## src/rtl/fetch_stage_pkg.sv

```systemverilog
// Shared types and constants for the instruction-fetch stage.
// The IF/ID word is packed as {instr[31:0], pc_plus4[31:0], valid}.
package fetch_pkg;

  typedef enum logic [1:0] {
    ST_ISSUE = 2'd0,
    ST_WAIT  = 2'd1,
    ST_HOLD  = 2'd2,
    ST_DRAIN = 2'd3
  } fetch_state_e;

  localparam logic [31:0] NOP_INSTR        = 32'h0000_0000;
  localparam logic [31:0] DEFAULT_RESET_PC = 32'h0000_0000;
  localparam int          IFID_W           = 65;

endpackage

```

## src/rtl/fetch_stage_flopenrc.sv

```systemverilog
// Enable flop with synchronous active-low reset and synchronous clear.
// Clear has priority over enable so a flush always wins over a hold.
module flopenrc #(
  parameter int WIDTH = 8
) (
  input  logic             clk_i,
  input  logic             rst_ni,
  input  logic             en_i,
  input  logic             clr_i,
  input  logic [WIDTH-1:0] d_i,
  output logic [WIDTH-1:0] q_o
);

  logic [WIDTH-1:0] q_q;

  always_ff @(posedge clk_i) begin
    if (!rst_ni || clr_i) begin
      q_q <= '0;
    end else if (en_i) begin
      q_q <= d_i;
    end
  end

  assign q_o = q_q;

endmodule

```

## src/rtl/fetch_stage.sv

```systemverilog
// Instruction fetch stage: single-outstanding request FSM, one-word skid
// buffer for stalled responses, and the IF/ID pipeline register.
module fetch_stage
  import fetch_pkg::*;
#(
  parameter logic [31:0] RESET_PC = DEFAULT_RESET_PC
) (
  input  logic        CLK,
  input  logic        RESET,
  output logic        IMEM_REQ,
  output logic [31:0] IMEM_ADDR,
  input  logic        IMEM_RVALID,
  input  logic [31:0] IMEM_RDATA,
  input  logic        STALL_D,
  input  logic        PCSRC_M,
  input  logic [31:0] PCBRANCH_M,
  output logic [31:0] INSTR_D,
  output logic [5:0]  OPCODE_D,
  output logic [5:0]  FUNCT_D,
  output logic [31:0] PCPLUS4_D,
  output logic        VALID_D,
  output logic [1:0]  DBG_STATE
);

  fetch_state_e        state_q;
  logic [31:0]         pc_q;
  logic [31:0]         buf_q;
  logic [31:0]         pc_plus4;
  logic                capture;
  logic [IFID_W-1:0]   ifid_d;
  logic [IFID_W-1:0]   ifid_q;

  assign pc_plus4  = pc_q + 32'd4;
  assign IMEM_ADDR = pc_q;
  assign IMEM_REQ  = RESET && (state_q == ST_ISSUE) && !PCSRC_M;
  assign DBG_STATE = state_q;

  // IF/ID takes a new word only when decode advances; when decode advances
  // without a new word a bubble is loaded so no instruction is seen twice.
  always_comb begin
    capture = 1'b0;
    ifid_d  = {NOP_INSTR, 32'h0, 1'b0};
    if (!PCSRC_M && !STALL_D) begin
      if (state_q == ST_WAIT && IMEM_RVALID) begin
        capture = 1'b1;
        ifid_d  = {IMEM_RDATA, pc_plus4, 1'b1};
      end else if (state_q == ST_HOLD) begin
        capture = 1'b1;
        ifid_d  = {buf_q, pc_plus4, 1'b1};
      end
    end
  end

  always_ff @(posedge CLK) begin
    if (!RESET) begin
      state_q <= ST_ISSUE;
      pc_q    <= RESET_PC;
      buf_q   <= NOP_INSTR;
    end else if (PCSRC_M) begin
      pc_q  <= {PCBRANCH_M[31:2], 2'b00};
      buf_q <= NOP_INSTR;
      // A request still in flight must have its response swallowed.
      if (state_q == ST_DRAIN || (state_q == ST_WAIT && !IMEM_RVALID)) begin
        state_q <= ST_DRAIN;
      end else begin
        state_q <= ST_ISSUE;
      end
    end else begin
      case (state_q)
        ST_ISSUE: state_q <= ST_WAIT;
        ST_WAIT: begin
          if (IMEM_RVALID) begin
            if (STALL_D) begin
              buf_q   <= IMEM_RDATA;
              state_q <= ST_HOLD;
            end else begin
              pc_q    <= pc_plus4;
              state_q <= ST_ISSUE;
            end
          end
        end
        ST_HOLD: begin
          if (!STALL_D) begin
            pc_q    <= pc_plus4;
            buf_q   <= NOP_INSTR;
            state_q <= ST_ISSUE;
          end
        end
        ST_DRAIN: begin
          if (IMEM_RVALID) begin
            state_q <= ST_ISSUE;
          end
        end
        default: state_q <= ST_ISSUE;
      endcase
    end
  end

  flopenrc #(.WIDTH(IFID_W)) u_ifid (
    .clk_i  (CLK),
    .rst_ni (RESET),
    .en_i   (!STALL_D),
    .clr_i  (PCSRC_M),
    .d_i    (ifid_d),
    .q_o    (ifid_q)
  );

  assign INSTR_D   = ifid_q[64:33];
  assign PCPLUS4_D = ifid_q[32:1];
  assign VALID_D   = ifid_q[0];
  assign OPCODE_D  = INSTR_D[31:26];
  assign FUNCT_D   = INSTR_D[5:0];

  logic unused_capture;
  assign unused_capture = capture;

endmodule

```

## config.mk

```make
export PLATFORM = sky130hd
export DESIGN_NAME = fetch_stage
export DESIGN_NICKNAME = d
export VERILOG_FILES = /design/src/rtl/fetch_stage_pkg.sv /design/src/rtl/fetch_stage_flopenrc.sv /design/src/rtl/fetch_stage.sv
export SDC_FILE = /design/constraint.sdc
export NUM_CORES = 1
export LEC_CHECK = 0
export BUFFER_PORTS_ARGS = -buffer_cell sky130_fd_sc_hd__buf_2
export CAP_MARGIN = 20
export CORE_UTILIZATION = 50
export DETAILED_ROUTE_END_ITERATION = 10
export PLACE_DENSITY_LB_ADDON = 0.25
export SYNTH_ARGS = -nofsm -noshare
export SYNTH_HDL_FRONTEND = slang
export SYNTH_HIERARCHICAL = 1
export SYNTH_SLANG_ARGS = --single-unit
```

## constraint.sdc

```tcl
create_clock -name CLK -period 6 [get_ports CLK]
set_clock_uncertainty 0.2 [all_clocks]
set_input_delay 0 -clock CLK [delete_from_list [all_inputs] [get_ports CLK]]
set_output_delay 0 -clock CLK [all_outputs]
set_load 0.02 [all_outputs]
```

# After elaboration in Yosys (flattened, before gate mapping)

Cells that the tools add are included.

Bits of input ports: 69
Register bits after elaboration: 131

Equal/unequal tests: 9
Reductions and logical operators: 19
Mux-type cells: 18
Bitwise operators: 1
Add/sub/neg operators: 1

Operators by type and width:

| cell                    | count |
|---|---|
| $mux W65                | 3 |
| $mux W32                | 6 |
| $pmux W32 S2            | 2 |
| $add A32 B3 Y32 const B | 1 |
| $mux W2                 | 6 |
| $ne A3 B3 Y1 const B    | 3 |
| $pmux W2 S4             | 1 |
| $ne A2 B2 Y1 const B    | 3 |
| $logic_and A1 B1 Y1     | 5 |
| $eq A2 B2 Y1 const B    | 2 |
| $logic_not A1 Y1        | 4 |
| $reduce_and A2 Y1       | 2 |
| $reduce_and A4 Y1       | 1 |
| $reduce_and A3 Y1       | 1 |
| $reduce_bool A3 Y1      | 1 |
| $eq A2 B1 Y1 const B    | 1 |
| $logic_not A2 Y1        | 1 |
| $logic_or A1 B1 Y1      | 2 |
| $reduce_bool A2 Y1      | 1 |
| $reduce_or A2 Y1        | 1 |
| $not A1 Y1              | 1 |

# Logic depth before layout (Yosys ltp)

Depth in word-level cells: 5
Mapped depth: 10
Depth with buffers taken out: 8

# Modules after synthesis

Netlist, hierarchy kept.

Modules (own cells, without submodules):

| module      | area each (sq um) | instances | cells each |
|---|---|---|---|
| fetch_stage | 3,942.5           | 1         | 507 |
| flopenrc    | 2,354.8           | 1         | 210 |

# Worst setup path before layout

OpenSTA, ideal clock, no wires.

Path type: register -> register
From: register pc_q[2], in the netlist IMEM_ADDR[2]
To: register u_ifid.q_q[31], in the netlist u_ifid/q_o[31]
Library setup time: 0.117 ns
Period minus slack after synthesis: 2.193 ns
Cell stages (with the launch flop): 10
Arrival: 1.876 ns
Slack: 3.807 ns
Cell sequence: dfxtp_1 > ha_1 > and3_1 > buf_2 > nand3_2 > nor4_1 > xnor2_1 > nor2_1 > mux2i_1 > nor2_1

Longest elaborated chain between the ends: 4

RTL lines:

| element                | RTL line                   | source |
|---|---|---|
| from (decl)            | fetch_stage.sv:26          | `logic [31:0] pc_q;` |
| from (signal assigned) | fetch_stage.sv:60          | `pc_q <= {PCBRANCH_M[31:2], 2'b00};` |
| from (signal assigned) | fetch_stage.sv:77          | `pc_q <= pc_plus4;` |
| from (signal assigned) | fetch_stage.sv:84          | `pc_q <= pc_plus4;` |
| $add A32 B3 Y32 (*)    | fetch_stage.sv:33          | `assign pc_plus4 = pc_q + 32'd4;` |
| $mux W65               | fetch_stage.sv:47          | `end else if (state_q == ST_HOLD) begin` |
| $mux W65 (*)           | fetch_stage.sv:44          | `if (state_q == ST_WAIT && IMEM_RVALID) begin` |
| $mux W65 (*)           | fetch_stage.sv:43          | `if (!PCSRC_M && !STALL_D) begin` |
| net ifid_d[31]         | fetch_stage.sv:30          | `logic [IFID_W-1:0] ifid_d;` |
| to (signal assigned)   | fetch_stage_flopenrc.sv:20 | `q_q <= d_i;` |
| to (decl)              | fetch_stage_flopenrc.sv:14 | `logic [WIDTH-1:0] q_q;` |

Mark *: on every way through the listed nets, which the timed path passes. The rest lies on a longest branch.
A chain may end at the register's enable or synchronous reset.

# Final worst setup path

From: register state_q[1], in the netlist DBG_STATE[1]
To: register pc_q[4], in the netlist IMEM_ADDR[4]

Longest elaborated chain between the ends: 3
Elaborated cells between the ends (all ways): 7
Classes of those cells: eq/ne: 3; mux: 2; reduce/logical: 2

RTL lines:

| element                                              | RTL line          | source |
|---|---|---|
| from (decl)                                          | fetch_stage.sv:25 | `fetch_state_e state_q;` |
| from (signal assigned)                               | fetch_stage.sv:56 | `state_q <= ST_ISSUE;` |
| from (signal assigned)                               | fetch_stage.sv:64 | `state_q <= ST_DRAIN;` |
| from (signal assigned)                               | fetch_stage.sv:66 | `state_q <= ST_ISSUE;` |
| $eq A2 B2 Y1 / $eq A2 B1 Y1 (equally long branches)  | fetch_stage.sv:69 | `case (state_q)` |
| $pmux W32 S2 (tied with other cells)                 | fetch_stage.sv:69 |  |
| $mux W32 / $reduce_and A2 Y1 (equally long branches) | -                 |  |

Several ways; a longest one is shown, not always the timed one.

==> metrics.log <==
[metrics] Unique masters post-synth: 55
[metrics] Layout area overhead: 37.71%
[metrics] Placement Rows: 40
[metrics] post-synthesis async set-or-reset flop share: 0
[metrics] number of antenna violations at the first check in global routing: 0
[metrics] fraction of final layout cells sized beyond drive strength 1: 0.2461
[metrics] flip-flop and latch count after synthesis: 129
[metrics] kind of capture point of the worst setup path: flip-flop
[metrics] Critical Setup Path Class: flip-flop to flip-flop
[metrics] post-route antenna net violation count: 0
[metrics] arrival time of the worst setup path: 3.46 ns
[metrics] Worst R2R Setup Slack: 2.70 ns
[metrics] CTS max path bufs: 2
[metrics] cell area after layout: 0.008672 mm^2
[metrics] biggest cell delay along the critical path: 0.58 ns
[metrics] total die area: 0.01305 mm^2
[metrics] number of cells produced by synthesis: 717
[metrics] source-to-sink clock delay at the later pin of the worst-skew pair: 0.41 ns
[metrics] instance area at placement: 0.007004 mm^2
[metrics] total buffers and inverters traversed by the critical path: 3
[metrics] number of detailed-route iterations in the first pass: 5
[metrics] CTS Root Cell: sky130_fd_sc_hd__clkbuf_16
[metrics] data required time at the worst endpoint: 6.16 ns
[metrics] Adder-Cell Fraction of Synth Area: 0.001987
[metrics] setup repair after global routing missed its margin: false
[metrics] number of global-route vias before repair: 6159
[metrics] CTS buffer count: 17
[metrics] maximum number of pins on one net before global-route repair: 71
[metrics] master of the slowest instance on the critical path: sky130_fd_sc_hd__dlygate4sd3_1
[metrics] number of hold-slack violations in the final timing report: 0
[metrics] total count of max-transition violations in the final report: 0
[metrics] remaining global-route overflow: 0
[metrics] flip-flop and latch area: 0.002582 mm^2
[metrics] first-pass GRT wire length: 30.15 mm
[metrics] area share of xor/xnor cells in the synthesized design: 0.05285
[metrics] cell seen most often among critical-path stages: sky130_fd_sc_hd__dlygate4sd3_1
[metrics] share of cell area taken by muxes after synthesis: 0.1049
[metrics] number of violations of the max-capacitance limit: 0
[metrics] average footprint of a synthesized cell: 8.783 um^2
[metrics] Tmin final: 3.305 ns
[metrics] number of port buffers: 176
[metrics] flip-flop cell with the highest count after synthesis: sky130_fd_sc_hd__dfxtp_1
[metrics] Die Span X: 114.2 um
[metrics] dominant cell type by area after synthesis: sky130_fd_sc_hd__dfxtp_1
[metrics] Total Routing Usage GR: 0.2941
[metrics] Die H: 114.2 um
[metrics] list of cells traversed by the critical path: and3b_1, buf_4, o21ai_2, nand2_1, o21ai_0, dlygate4sd3_1, o21a_1, dlygate4sd3_1
[metrics] TritonCTS Sinks: 129
[metrics] number of setup violations in the final report: 0
[metrics] clock tree from TritonCTS: yes
[metrics] Worst-path clk slew: 0.06 ns
[metrics] aggregate routed wire length: 19.16 mm
[metrics] normalized max-slew margin: 0.5194
[metrics] leading cell type in the layout, fill and taps excluded: sky130_fd_sc_hd__buf_2
[metrics] top fanout value on the critical path: 34
[metrics] worst-margin pin slew: 0.7209 ns
[metrics] Power Dens Cells: 252.6 mW/mm^2
[metrics] mapped cell area: 0.006297 mm^2
[metrics] outcome: finished, final reports clean
[metrics] WL per Instance: 16.88 um
[metrics] YS warnings: 6
[metrics] design internal power: 1.660 mW
[metrics] antenna diode count: 0
[metrics] level count of the clock H-tree: 4
[metrics] setup_tns: 0 ns
[metrics] CORE AREA: 0.01216 mm^2
[metrics] commonest non-fill, non-tap cells in the layout: sky130_fd_sc_hd__buf_2, sky130_fd_sc_hd__nor2_1, sky130_fd_sc_hd__dfxtp_1
[metrics] ranking of synthesized cells by area: sky130_fd_sc_hd__dfxtp_1, sky130_fd_sc_hd__mux2i_1, sky130_fd_sc_hd__nor2_1, sky130_fd_sc_hd__a22oi_1, sky130_fd_sc_hd__xnor2_1
[metrics] share of the yosys chip area belonging to registers: 0.4101
[metrics] compound-gate portion of the synthesized area: 0.1498
[metrics] combined area of the multi-input logic cells: 0.003261 mm^2
[metrics] number of top-level pins: 181
[metrics] filler cell count in the final layout: 907
[metrics] net total in the final layout: 1025
[metrics] class of the tightest hold or removal check: input pin to flip-flop
[metrics] net switching share of the total power: 0.2421
[metrics] Switching Power: 0.5304 mW
[metrics] Comb pwr share: 0.118
[metrics] top cell type's share of synthesized area: 0.4101
[metrics] highest clock rate: 302.6 MHz
[metrics] initial cell density of the core: 0.5178
[metrics] final clock period utilization by the worst path: 0.5508
[metrics] Post-synth EDFFs: 0
[metrics] critical path startpoint category: flip-flop
[metrics] clock network power share: 0.469
[metrics] Vias: 6396
[metrics] combinational family with the most area after synthesis: simple AND/OR/NAND/NOR gates
[metrics] power share of the sequential group: 0.413
[metrics] Top delay family on crit path: buffers and inverters
[metrics] DRC viols: 0
[metrics] highest ir drop seen on vdd: 0.0002072 V
[metrics] Detail Placement HPWL: 11.05 mm
[metrics] vias per cell: 5.635
[metrics] global placement routability congestion: 0.9237
[metrics] Leak: 3.648 nW
[metrics] area share of and/or/nand/nor cells after synthesis: 0.2041
[metrics] 1st-iter DRT viols: 577
-- what timing repair did --
action,CTS,global route
hold endpoints to repair,96,0
hold buffers,100,0
endpoints found under the setup margin,0,0
resized for setup,0,0
buffers inserted,0,0
-- registers in the layout, summed over array words and instances (netlist names) --
signal	count
u_ifid/q_o	65
buf_q	32
IMEM_ADDR	30
DBG_STATE	2
-- worst paths after layout --
kind | from | to | cells past startpoint
max | DBG_STATE[1] | IMEM_ADDR[4] | 8
min | PCSRC_M | IMEM_ADDR[18] | 3
max reg2reg | DBG_STATE[1] | IMEM_ADDR[4] | 8
min reg2reg | u_ifid/q_o[5] | u_ifid/q_o[5] | 2
-- synth_stat cells, drive strengths merged (7+ instances only) --
master  count
nor2      176
a22oi      64
and3       10
nor4        7
a211oi     13
xnor2      25
nand4       9
xor2       13
o21ai      31
dfxtp     129
mux2i      66
clkbuf     28
nand3      13
nor3       19
a311oi      7
buf        42
a21oi      14
nand2      18
-- power groups by stage --
stage	combinational (mW)	clock, mW	sequential, mW
floorplan	0.117	0	0.933
global route	0.274	1.08	0.908
global placement	0.188	0	0.920
CTS	0.246	1.03	0.904
finish	0.258	1.03	0.906
detailed placement	0.191	0	0.922
-- metrics by stage --
stage	utilization	setup WS, ns	power, mW	hold WS [ns]	instances
4_1_cts	0.7063	2.584	2.182	0.004454	1132
3_3_place_gp	0.5759	3.209	1.108	0.06305	1001
5_1_grt	0.7131	2.559	2.262	0.05375	1135
3_5_place_dp	0.5759	3.145	1.113	0.07623	1001
2_1_floorplan	-	3.807	1.050	-0.05606	720
6_report	0.7131	2.695	2.191	0.04497	1135
-- cells by family (layout without fill, tap and decap cells) --
family / count (synthesis) / count (layout)
simple gates: 270 / 270
compound gates: 138 / 138
flops: 129 / 129
buf+inv: 74 / 321
mux: 66 / 66
xor+xnor: 38 / 38
fa+ha+maj: 1 / 1
other cells: 1 / 4
-- cell type report --
class | count | area share
multi-input cells | 517 | 0.3760
flip-flops and latches | 129 | 0.2978
repair buffers | 286 | 0.2326
clock buffers | 26 | 0.05872
well taps | 168 | 0.02424
clock inverters | 5 | 0.008657
inverters | 4 | 0.002020
-- metal layers --
| layer | routed length (um) | up-vias | GRT usage |
|---|---|---|---|
| li1 | - | 2989 | - |
| met5 | 0 | - | 0 |
| met4 | 597 | 0 | 0.1576 |
| met3 | 1485 | 60 | 0.06723 |
| met1 | 7602 | 3020 | 0.3422 |
| met2 | 9474 | 327 | 0.5026 |
-- worst min-delay path: cells and delay by family --
kind | cells | cell delay (ns)
and+or+nand+nor | 2 | 0.34
buffers and inverters | 1 | 0.26
No activity file was read; power rests on OpenSTA's default activity.
